### src/rtl/fetch_pkg.sv
// Shared widths, opcode constants, FSM state and queue payload for the fetch front end.
package fetch_pkg;

    localparam int unsigned PC_W  = 8;
    localparam int unsigned IR_W  = 16;
    localparam int unsigned OPC_W = 3;

    localparam logic [OPC_W-1:0] OPC_HALT = 3'b111;

    typedef enum logic {
        RUN  = 1'b0,
        HALT = 1'b1
    } fetch_state_t;

    typedef struct packed {
        logic [IR_W-1:0] ir;
        logic [PC_W-1:0] pc;
    } fetch_entry_t;

endpackage

### src/rtl/fetch_queue.sv
// DEPTH-entry FIFO of {IR, PC}; flush wins over push/pop, head reads as zero when empty.
module fetch_queue
    import fetch_pkg::*;
#(
    parameter int unsigned DEPTH = 2
) (
    input  logic                       clk,
    input  logic                       rst_n,
    input  logic                       i_push,
    input  fetch_entry_t               i_entry,
    input  logic                       i_pop,
    input  logic                       i_flush,
    output fetch_entry_t               o_head,
    output logic                       o_valid,
    output logic [$clog2(DEPTH+1)-1:0] o_count
);

    localparam int unsigned PTR_W = $clog2(DEPTH);
    localparam int unsigned CNT_W = $clog2(DEPTH+1);

    fetch_entry_t       r_mem [DEPTH];
    logic [PTR_W-1:0]   r_head;
    logic [PTR_W-1:0]   r_tail;
    logic [CNT_W-1:0]   r_count;
    logic               w_pop;

    assign w_pop = i_pop & (r_count != '0);

    // Storage is never read while empty, so it needs no reset.
    always_ff @(posedge clk) begin
        if (i_push && !i_flush) begin
            r_mem[r_tail] <= i_entry;
        end
    end

    always_ff @(posedge clk or negedge rst_n) begin
        if (!rst_n) begin
            r_head  <= '0;
            r_tail  <= '0;
            r_count <= '0;
        end else if (i_flush) begin
            r_head  <= '0;
            r_tail  <= '0;
            r_count <= '0;
        end else begin
            if (i_push) begin
                r_tail <= PTR_W'(r_tail + 1'b1);
            end
            if (w_pop) begin
                r_head <= PTR_W'(r_head + 1'b1);
            end
            if (i_push && !w_pop) begin
                r_count <= CNT_W'(r_count + 1'b1);
            end else if (!i_push && w_pop) begin
                r_count <= CNT_W'(r_count - 1'b1);
            end
        end
    end

    assign o_valid = (r_count != '0);
    assign o_count = r_count;
    assign o_head  = o_valid ? r_mem[r_head] : '0;

endmodule

### src/rtl/pipeline_fetch.sv
// Instruction-fetch front end: owns the fetch PC, issues credit-limited imem reads,
// queues returned instructions, flushes on redirect and stops after HALT.
module pipeline_fetch
    import fetch_pkg::*;
#(
    parameter int unsigned      DEPTH    = 2,
    parameter logic [PC_W-1:0]  RESET_PC = 8'h00
) (
    input  logic            clk,
    input  logic            rst_n,
    output logic            imem_req,
    output logic [PC_W-1:0] imem_addr,
    input  logic [IR_W-1:0] imem_rdata,
    input  logic            fetch_next_in,
    input  logic            redirect_in,
    input  logic [PC_W-1:0] redirect_pc_in,
    output logic [IR_W-1:0] IR_out,
    output logic [PC_W-1:0] PC_out,
    output logic            valid_out,
    output logic            halted_out
);

    localparam int unsigned CNT_W = $clog2(DEPTH+1);
    localparam int unsigned CRD_W = CNT_W + 1;

    fetch_state_t       r_state;
    fetch_state_t       w_state_next;
    logic [PC_W-1:0]    r_fpc;
    logic [PC_W-1:0]    r_inflight_pc;
    logic               r_inflight;

    logic [CNT_W-1:0]   w_count;
    logic               w_valid;
    fetch_entry_t       w_head;
    fetch_entry_t       w_push_entry;
    logic               w_pop;
    logic               w_resp;
    logic               w_resp_halt;
    logic               w_credit;
    logic               w_issue;

    assign w_pop       = fetch_next_in & w_valid;
    assign w_resp      = r_inflight & ~redirect_in;
    assign w_resp_halt = w_resp & (imem_rdata[IR_W-1 -: OPC_W] == OPC_HALT);

    // count + inflight - pop < DEPTH, rearranged to stay unsigned.
    assign w_credit = (CRD_W'(w_count) + CRD_W'(r_inflight)) < (CRD_W'(DEPTH) + CRD_W'(w_pop));

    // Gated by rst_n so no request is seen while reset is asserted.
    assign w_issue   = rst_n & (r_state == RUN) & ~redirect_in & ~w_resp_halt & w_credit;
    assign imem_req  = w_issue;
    assign imem_addr = w_issue ? r_fpc : '0;

    always_ff @(posedge clk or negedge rst_n) begin
        if (!rst_n) begin
            r_state <= RUN;
        end else begin
            r_state <= w_state_next;
        end
    end

    always_comb begin
        w_state_next = r_state;
        if (redirect_in) begin
            w_state_next = RUN;
        end else if (w_resp_halt) begin
            w_state_next = HALT;
        end
    end

    always_ff @(posedge clk or negedge rst_n) begin
        if (!rst_n) begin
            r_fpc         <= RESET_PC;
            r_inflight    <= 1'b0;
            r_inflight_pc <= '0;
        end else begin
            r_inflight <= w_issue;
            if (redirect_in) begin
                r_fpc <= redirect_pc_in;
            end else if (w_issue) begin
                r_fpc         <= PC_W'(r_fpc + 1'b1);
                r_inflight_pc <= r_fpc;
            end
        end
    end

    assign w_push_entry = '{ir: imem_rdata, pc: r_inflight_pc};

    fetch_queue #(
        .DEPTH (DEPTH)
    ) u_queue (
        .clk     (clk),
        .rst_n   (rst_n),
        .i_push  (w_resp),
        .i_entry (w_push_entry),
        .i_pop   (w_pop),
        .i_flush (redirect_in),
        .o_head  (w_head),
        .o_valid (w_valid),
        .o_count (w_count)
    );

    assign IR_out     = w_head.ir;
    assign PC_out     = w_head.pc;
    assign valid_out  = w_valid;
    assign halted_out = (r_state == HALT);

endmodule

### config.mk
export PLATFORM = sky130hd
export DESIGN_NAME = pipeline_fetch
export DESIGN_NICKNAME = d
export VERILOG_FILES = /design/src/rtl/fetch_pkg.sv /design/src/rtl/fetch_queue.sv /design/src/rtl/pipeline_fetch.sv
export SDC_FILE = /design/constraint.sdc
export NUM_CORES = 1
export LEC_CHECK = 0
export ABC_AREA = 1
export CORE_MARGIN = 2
export CORE_UTILIZATION = 51
export DETAILED_ROUTE_END_ITERATION = 10
export GPL_ROUTABILITY_DRIVEN = 0
export GPL_TIMING_DRIVEN = 1
export PLACE_DENSITY = 0.88
export SLEW_MARGIN = 20
export SYNTH_ARGS = -nofsm -noshare
export SYNTH_HDL_FRONTEND = slang
export SYNTH_SLANG_ARGS = --single-unit
### constraint.sdc
create_clock -name clk -period 2.5 [get_ports clk]
set_input_delay 0.75 -clock clk [delete_from_list [all_inputs] [get_ports clk]]
set_output_delay 0.75 -clock clk [all_outputs]
set_load 0.01 [all_outputs]
Word level (Yosys, flattened, before mapping) --
Memory sizes are Yosys's and may differ from the RTL's. Cells that the tools add are included.
Cells by class: $add $sub $neg 7, magnitude comparators 1, eq/ne operators 1, muxes and demuxes 15, bitwise gates (word level) 11, reduce and logical (&&, ||, !) cells 13
Operators with widths (count):
- two-way mux 24 bit | 1
- two-way mux 8 bit | 3
- nonzero test 2 bit | 5
- adder 8 x 1 -> 8 bit, second input constant | 1
- bitwise AND 1 bit | 8
- two-way mux 1 bit | 8
- two-way mux 2 bit | 3
- adder 2 x 1 -> 3 bit | 1
- adder 2 x 1 -> 3 bit, first input constant | 1
- equality test 3 bit, second input constant | 1
- logical AND 1 bit | 3
- logical NOT 1 bit | 3
- less-than comparator 3 bit | 1
- inverter 1 bit | 3
- nonzero test 3 bit | 1
- adder 1 bit, second input constant | 2
- adder 2 x 1 -> 2 bit, second input constant | 1
- AND reduction 2 bit | 1
- subtractor 2 x 1 -> 2 bit, second input constant | 1
Storage, ports and cells: register bits after elaboration 22, bits in writable memories 48, memories kept 1
Memories:
- u_queue.r_mem | depth 2, width 24, rd ports 1, clocked after memory_dff 0, wr ports 1, line fetch_queue.sv:21 | fetch_entry_t r_mem [DEPTH];

Depth between registers and ports, before layout --
Gate-level depths: netlist (run 1).
word-level depth 8, depth in mapped cells 9, depth with buffers taken out 9

Cells and area by module --
Synthesis (run 1) repeated with hierarchy kept, for this count alone.
Second synthesis, totals: cell total of the unflattened synthesis 306, area, all modules 3139.3 um^2
By module, submodules not included:
- fetch_queue | instances 1, cells an instance 162, area each 2118.3 um^2, seq. area each 1541.5 um^2
- pipeline_fetch | instances 1, cells an instance 144, area each 1021.0 um^2, seq. area each 450.4 um^2

Worst setup path after synthesis (run 1) --
OpenSTA, ideal clock, no wires.
path type input to register, start input port redirect_in, end memory u_queue.r_mem[0][0] (netlist bit) (enable), arrival time 1.968 ns, required time 2.094 ns, path slack 0.126 ns, stages on the path 3, cell sequence inv_2 nand2_4 nor2_1
Between the ends: cells in the longest elaborated chain, start to end 5
Ends and longest elaborated chain:
- start: declaration | line pipeline_fetch.sv:15 | input logic redirect_in,
- inverter 1 bit (no line)
- bitwise AND 1 bit | line pipeline_fetch.sv:43 | assign w_resp = r_inflight & ~redirect_in;
- logical AND 1 bit (*) | line fetch_queue.sv:31 | if (i_push && !i_flush) begin
- two-way mux 1 bit (*) | line fetch_queue.sv:31
- two-way mux 1 bit (not written as such) (*) | line fetch_queue.sv:32 | r_mem[r_tail] <= i_entry;
- end: declaration | line fetch_queue.sv:21
Mark *: on every way between the ends. The rest lies on a longest branch, timed or not.

Worst setup path in the final report (run 1) --
start input port redirect_in, end output port imem_addr[2]
Between the ends: cells in the longest elaborated chain, start to end 7
Ends and longest elaborated chain:
- inverter 1 bit (no line) (*)
- bitwise AND 1 bit | line pipeline_fetch.sv:43
- bitwise AND 1 bit | line pipeline_fetch.sv:44 | assign w_resp_halt = w_resp & (imem_rdata[IR_W-1 -: OPC_W] == OPC_HALT);
- inverter 1 bit | line pipeline_fetch.sv:50 | assign w_issue = rst_n & (r_state == RUN) & ~redirect_in & ~w_resp_halt & w_credit;
- bitwise AND 1 bit (*) (2 in a row) | line pipeline_fetch.sv:50
- two-way mux 8 bit (*) | line pipeline_fetch.sv:52 | assign imem_addr = w_issue ? r_fpc : '0;
- end: declaration | line pipeline_fetch.sv:12 | output logic [PC_W-1:0] imem_addr,
Marks and branches as above.

==> impl_metrics.json, run 1 <==
{
  "status": "finished with violations",
  "violations": "negative setup slack",
  "fin_crit_ps": 2600,
  "cts_buffer_depth": 2,
  "synth_warnings": 0,
  "synth-compound-area-share_pct": 7.87,
  "core_area_mm2": 0.00589,
  "n_fill_cell": 405,
  "wl_per_cell_um": 15.4,
  "die-area_mm2": 0.00668,
  "synth_top_family_by_area": "simple AND/OR/NAND/NOR gates",
  "cts_root_buf": "clkbuf_8",
  "synth.area.top_cells": "edfxtp_1, dfrtp_1, nand2_1",
  "grt_max_degree": 26,
  "p_int_mw": 2.33,
  "seqPwrFrac_pct": 43.8,
  "worstSetupEndpointType": "output port",
  "hold_slack_ps": 478,
  "grt.busiest_layer": "met2",
  "power.density_mw_per_mm2": 808,
  "first_pass_iters": 4,
  "combPwrFrac_pct": 31.9,
  "worst-path-max-fanout": 6,
  "die_x_um": 81.8,
  "sw_frac_of_total_pct": 31.5,
  "drt-initial-drc-count": 124,
  "rsz0062_at_grt": "yes",
  "vias_per_cell": 5.29,
  "tightest_slew_ps": 282,
  "worstHoldPathType": "reg2reg",
  "cts_sinks": 70,
  "port_buffers": 62,
  "skew_ps": 9.62,
  "synth_top_area_share_pct": 46.8,
  "die_y_um": 81.8,
  "ant_nets": 0,
  "antenna_cells": 0,
  "cts_tree": "done",
  "gr-usage-met3_pct": 6.15,
  "grt_use_met1_pct": 24.5,
  "drive_gt1_share_pct": 21.6,
  "power_mw": 3.41,
  "met2_usage_pct": 39.9,
  "syn_nets": 324,
  "setup_ws_ps": -99.5,
  "synth_area_leader_cell": "edfxtp_1",
  "layoutNonFillerInstCount": 454,
  "fin_setup_tns_ps": -458,
  "switchingPower_mw": 1.07,
  "ys_seq_elements": 70,
  "place_worst_setup_slack_ps": -665,
  "cts_max_level": 3,
  "worstSetupStartpointType": "input port",
  "grt_pass1_wl_um": 10900,
  "setup_viol": 7,
  "avgSynthCellArea_um2": 10.5,
  "final_nets": 407,
  "ir_worst_vdd_mv": 0.406,
  "cts.reportedPaths.clkPinSlew_ps": 70,
  "synth_simple_gate_area_share_pct": 20.7,
  "ys_seq_area_share_pct": 64.6,
  "synthMuxAreaShare_pct": 0,
  "p_leak_nw": 2.04,
  "final_cell_mix": "nand2_1, edfxtp_1, a21oi_1",
  "slew_headroom_pct": 81.2,
  "period_share_pct": 104,
  "path_class": "in2out",
  "max_cap_viol_count": 0,
  "worst_ep_arrival_time_ps": 1850,
  "hold_violations": 0,
  "ys_types": 26,
  "antenna_found_initial": 0,
  "grt.total_usage_pct": 22.5,
  "hpwl_um": 4320,
  "clkPwrFrac_pct": 24.3,
  "synthCells": 293,
  "io_pins": 63,
  "drv_slew": 0,
  "synth-xor-area-share_pct": 0.568,
  "netlist_area_mm2": 0.00308,
  "routed_wl_um": 7000,
  "grt_overflow": 0,
  "row_count": 28,
  "final_common_cell": "nand2_1",
  "via_count": 2402,
  "initial_utilization_pct": 52.4,
  "worstSkewPairLatency_ps": 340,
  "synthAdderAreaFrac_pct": 1.22,
  "area_delta_synth_final_pct": 36.6,
  "grt_pass1_vias": 2438,
  "remaining_drc_errors": 0,
  "dp_cells": 434,
  "fmax_ghz": 0.385,
  "cts_made_buffers": 9,
  "required_ps": 1750
}
==> cell usage after synthesis (all sizes together) <==
library cell  number
clkinv             1
xor2               2
o21bai             1
nand3             24
clkbuf             4
buf                8
a21oi             25
o21ai             16
dfrtp             22
nand2             98
edfxtp            48
inv               20
ha                 3
or2                1
nand4              1
nor2              19
==> final cells by class <==
type                    count  area, um2  share of cell area (%)
flip-flops and latches     70       1990                    47.3
multi-input cells         191       1020                    24.3
repair buffers             83        856                    20.3
clock buffers              11        131                    3.12
well taps                  75       93.8                    2.23
inverters                  21       78.8                    1.87
clock inverters             3       37.5                   0.891
==> stage by stage <==
step | cell area, um2 | util (%)
after floorplan | 3080 | -
after global placement | 3890 | 66.2
after detailed placement | 3890 | 66.2
after CTS | 4080 | 69.4
after global routing | 4210 | 71.6
final | 4210 | 71.6
==> power by group through the flow <==
stage	registers [mW]	clock network, mW	logic (mW)
after floorplan	1.49	0	0.546
after global placement	1.50	0	1.03
after detailed placement	1.51	0	1.07
after CTS	1.49	0.836	1.08
after global routing	1.51	0.885	1.19
final	1.49	0.827	1.09
==> critical path, cell delays in order <==
cell	delay [ps]
dlygate4sd2_1	270
nor2_1	160
nand2_2	90
nor2_4	170
nand2_4	150
nor2_2	130
buf_2	130
==> repair_timing <==
item	CTS	global route
hold buffers	0	0
resized for setup	58	36
gates cloned	1	0
setup endpoints to repair	29	29
setup buffers	4	1
pin swaps	10	1
==> layer usage <==
metal / vias up / share of wire [%]
met1: 1141 / 38
li1: 1143 / -
met2: 102 / 53
met5: - / 0
met4: 0 / 2.3
met3: 16 / 6.9
==> state kept, by name (all words and copies together), names as in the netlist <==
register,cells
u_queue.r_tail,1
r_inflight_pc,8
u_queue.r_head,1
u_queue.o_count,2
u_queue.r_mem,48
r_fpc,8
r_inflight,1
halted_out,1
==> cells by family after synthesis <==
family,after synthesis
flops,70
compound gates,42
fa+ha+maj,3
buf+inv,33
xor+xnor,2
simple gates,143
==> worst paths after layout <==
kind	startpoint	to	slack (ps)	cells past startpoint
max	redirect_in	imem_addr[2]	-100	7
min	r_inflight_pc[3]	u_queue.r_mem[1][3]	480	0
max reg2reg	r_inflight	r_fpc[6]	690	11
min reg2reg	r_inflight_pc[3]	u_queue.r_mem[1][3]	480	0
max in group asynchronous	rst_n	u_queue.o_count[1]	1710	2
min in group asynchronous	rst_n	r_inflight	570	2
Note: power is estimated with default switching activity, not from simulation.
==> run 2: changes to the inputs <==
ABC_AREA = unset   (was 1)
PLACE_DENSITY = 0.89   (was 0.88)
==> impl_metrics.json, run 2 <==
{
  "grt.total_usage_pct": 20.8,
  "rsz0062_at_grt": "yes",
  "core_area_mm2": 0.00585,
  "worst-path-max-fanout": 5,
  "ys_types": 42,
  "worst_ep_arrival_time_ps": 2210,
  "period_share_pct": 118,
  "netlist_area_mm2": 0.00307,
  "skew_ps": 5.27,
  "synth_commonest_cells": "edfxtp_1, nor2_1, mux2i_1",
  "die_x_um": 81.6,
  "grt_max_degree": 25,
  "yosysMostFrequentCell": "edfxtp_1",
  "synth.area.top_cells": "edfxtp_1, dfrtp_1, mux2i_1",
  "multiInputGateArea_mm2": 0.00104,
  "synthCells": 225,
  "final_common_cell": "edfxtp_1",
  "row_count": 28,
  "via_count": 2160,
  "avgSynthCellArea_um2": 13.6,
  "cts_sinks": 70,
  "drt-initial-drc-count": 92,
  "largest_reg_flops": 48,
  "slowest_stage": "a211o_1",
  "worstSetupStartpointType": "input port",
  "grt_overflow": 0,
  "cts_buffer_depth": 2,
  "io_pins": 63,
  "hold_violations": 0,
  "fmax_ghz": 0.338,
  "antenna_cells": 0,
  "fin_crit_ps": 2960,
  "violations": "negative setup slack",
  "status": "finished with violations",
  "critical_path.max_stage_delay_ps": 360,
  "cts_tree": "done",
  "ys_seq_area_share_pct": 64.9,
  "grt_pass1_wl_um": 10100,
  "required_ps": 1750,
  "tightest_slew_ps": 535,
  "seqPwrFrac_pct": 53.0,
  "ant_nets": 0,
  "switchingPower_mw": 0.591,
  "drive_gt1_share_pct": 26.1,
  "cts_made_buffers": 9,
  "ys_seq_elements": 70,
  "layoutNonFillerInstCount": 401,
  "antenna_found_initial": 0,
  "final_cell_mix": "edfxtp_1, nor2_1, dlygate4sd2_1, buf_4, mux2i_1",
  "initial_utilization_pct": 52.4,
  "cts_hold_buf": 0,
  "n_fill_cell": 392,
  "sw_frac_of_total_pct": 22.5,
  "r2r_cells": 9,
  "worst-path-stages": 9,
  "hold_depth": 0,
  "cts_max_level": 3,
  "die-area_mm2": 0.00665,
  "vias_per_cell": 5.39,
  "power.density_mw_per_mm2": 612,
  "setup_ws_ps": -461,
  "clkPwrFrac_pct": 32.7,
  "crit_top_cell": "buf_6",
  "wl_per_cell_um": 16.5,
  "final_nets": 352,
  "regMostFlops": "u_queue.r_mem",
  "cp_top_family": "buffers and inverters",
  "drv_slew": 0,
  "ys.flop_type": "edfxtp_1",
  "slew_headroom_pct": 63.4,
  "synth_enable_flop_cells": 48,
  "worstSkewPairLatency_ps": 340,
  "p_int_mw": 2.03,
  "path_class": "in2out",
  "area_delta_synth_final_pct": 39.6,
  "critPathBufInv": 5,
  "worstHoldPathType": "reg2reg",
  "setup_viol": 9,
  "cp_cell_sequence": "buf_2 > and4b_4 > a211o_1 > nor4_4 > buf_4 > buf_6 > buf_6 > and2_4 > buf_6",
  "hpwl_um": 4320,
  "async_flop_share_pct": 31.4,
  "synth_area_leader_cell": "edfxtp_1",
  "grt_pass1_vias": 2140,
  "remaining_drc_errors": 0,
  "combPwrFrac_pct": 14.2,
  "seq_area_mm2": 0.00199,
  "die_y_um": 81.6,
  "first_pass_iters": 5,
  "synth_warnings": 0,
  "place_worst_setup_slack_ps": -1180,
  "dp_cells": 374,
  "max_cap_viol_count": 0,
  "port_buffers": 62,
  "top_regs": "u_queue.r_mem x48, r_fpc x8, r_inflight_pc x8",
  "cts.reportedPaths.clkPinSlew_ps": 70,
  "p_leak_nw": 1.72,
  "reg2reg_slack_ps": 240,
  "worstSetupEndpointType": "output port",
  "ir_worst_vdd_mv": 0.335,
  "syn_nets": 256,
  "synth_top_area_share_pct": 47.0,
  "routed_wl_um": 6640,
  "cts_root_buf": "clkbuf_8"
}
run 2: changes by cell type in the layout (fill, tap and decap cells not counted), moves of 8 or more:
cell	before	now
a21oi_1	25	1
buf_4	16	27
buf_6	6	14
dlygate4sd2_1	10	27
dlymetal6s2s_1	20	0
inv_1	16	6
mux2i_1	0	24
nand2_1	93	2
nand3_1	17	1
nor2_1	5	34
run 2: logic make-up (layout without fill, tap and decap cells):
logic type	after synthesis	count (layout)	synth area share (%)
buffers and inverters	21	122	3.34
flip-flops	70	70	64.9
AO/OA/AOI/OAI	27	27	6.49
multiplexers	32	32	10.9
XOR/XNOR	3	3	0.857
AND/OR/NAND/NOR	69	69	12.3
adder cells (fa/ha/maj)	3	3	1.22
run 2: cell type report:
cell class / instances / share of cell area, %
tap: 75 / 2.19
multi-input combinational: 134 / 24.2
inverter: 7 / 0.613
timing repair buffer: 99 / 22.2
clock buffer: 15 / 3.65
clock inverter: 1 / 0.701
sequential: 70 / 46.5
run 2: path summary, 6_finish.rpt:
kind	endpoint	from
worst max-delay path	imem_addr[4]	imem_rdata[14]
worst min-delay path	u_queue.r_mem[1][5]	r_inflight_pc[5]
worst max register to register	r_inflight_pc[7]	r_inflight
max in group asynchronous	r_inflight_pc[4]	rst_n
min in group asynchronous	r_fpc[2]	rst_n
worst min register to register	u_queue.r_mem[1][5]	r_inflight_pc[5]
run 2: metal layers:
metal | vias to the layer above | track usage, % | part of all wire, %
met5 | - | 0 | 0
met4 | 0 | 8.64 | 1.6
met3 | 9 | 3.30 | 5.0
met2 | 76 | 38.3 | 53
met1 | 1040 | 24.1 | 40
li1 | 1035 | - | -
run 2: worst register-to-register path, stage by stage, from the launching register on:
cell and delay, ps:
dfrtp_1 420, buf_6 140, and4b_4 180, a211o_1 360, nor4_4 170, buf_4 180
buf_6 90, buf_6 100, buf_4 170, mux2_2 350
run 2: metrics by stage:
| step | cell area, um2 | hold slack (ps) | utilization (%) | setup TNS [ps] | power (mW) |
|---|---|---|---|---|---|
| after floorplan | 3090 | 438 | - | -3760 | 1.57 |
| after global placement | 3960 | 446 | 67.6 | -13510 | 1.74 |
| after detailed placement | 3960 | 461 | 67.6 | -14620 | 1.76 |
| after CTS | 4230 | 468 | 72.2 | -3370 | 2.63 |
| after global routing | 4280 | 499 | 73.2 | -3840 | 2.72 |
| final | 4280 | 471 | 73.2 | -3430 | 2.62 |
run 2: power groups by stage:
stage          Combinational, mW  Clock [mW]  Sequential (mW)
2_1_floorplan              0.185           0             1.39
3_3_place_gp               0.334           0             1.40
3_5_place_dp               0.347           0             1.41
4_1_cts                    0.363       0.874             1.39
5_1_grt                    0.406       0.916             1.40
6_report                   0.373       0.859             1.39
run 2: what timing repair did:
action,4_1_cts,5_1_grt
buffers inserted,9,3
setup endpoints to repair,42,9
gates resized for setup,96,11
pin swaps,5,5
cloned,1,0
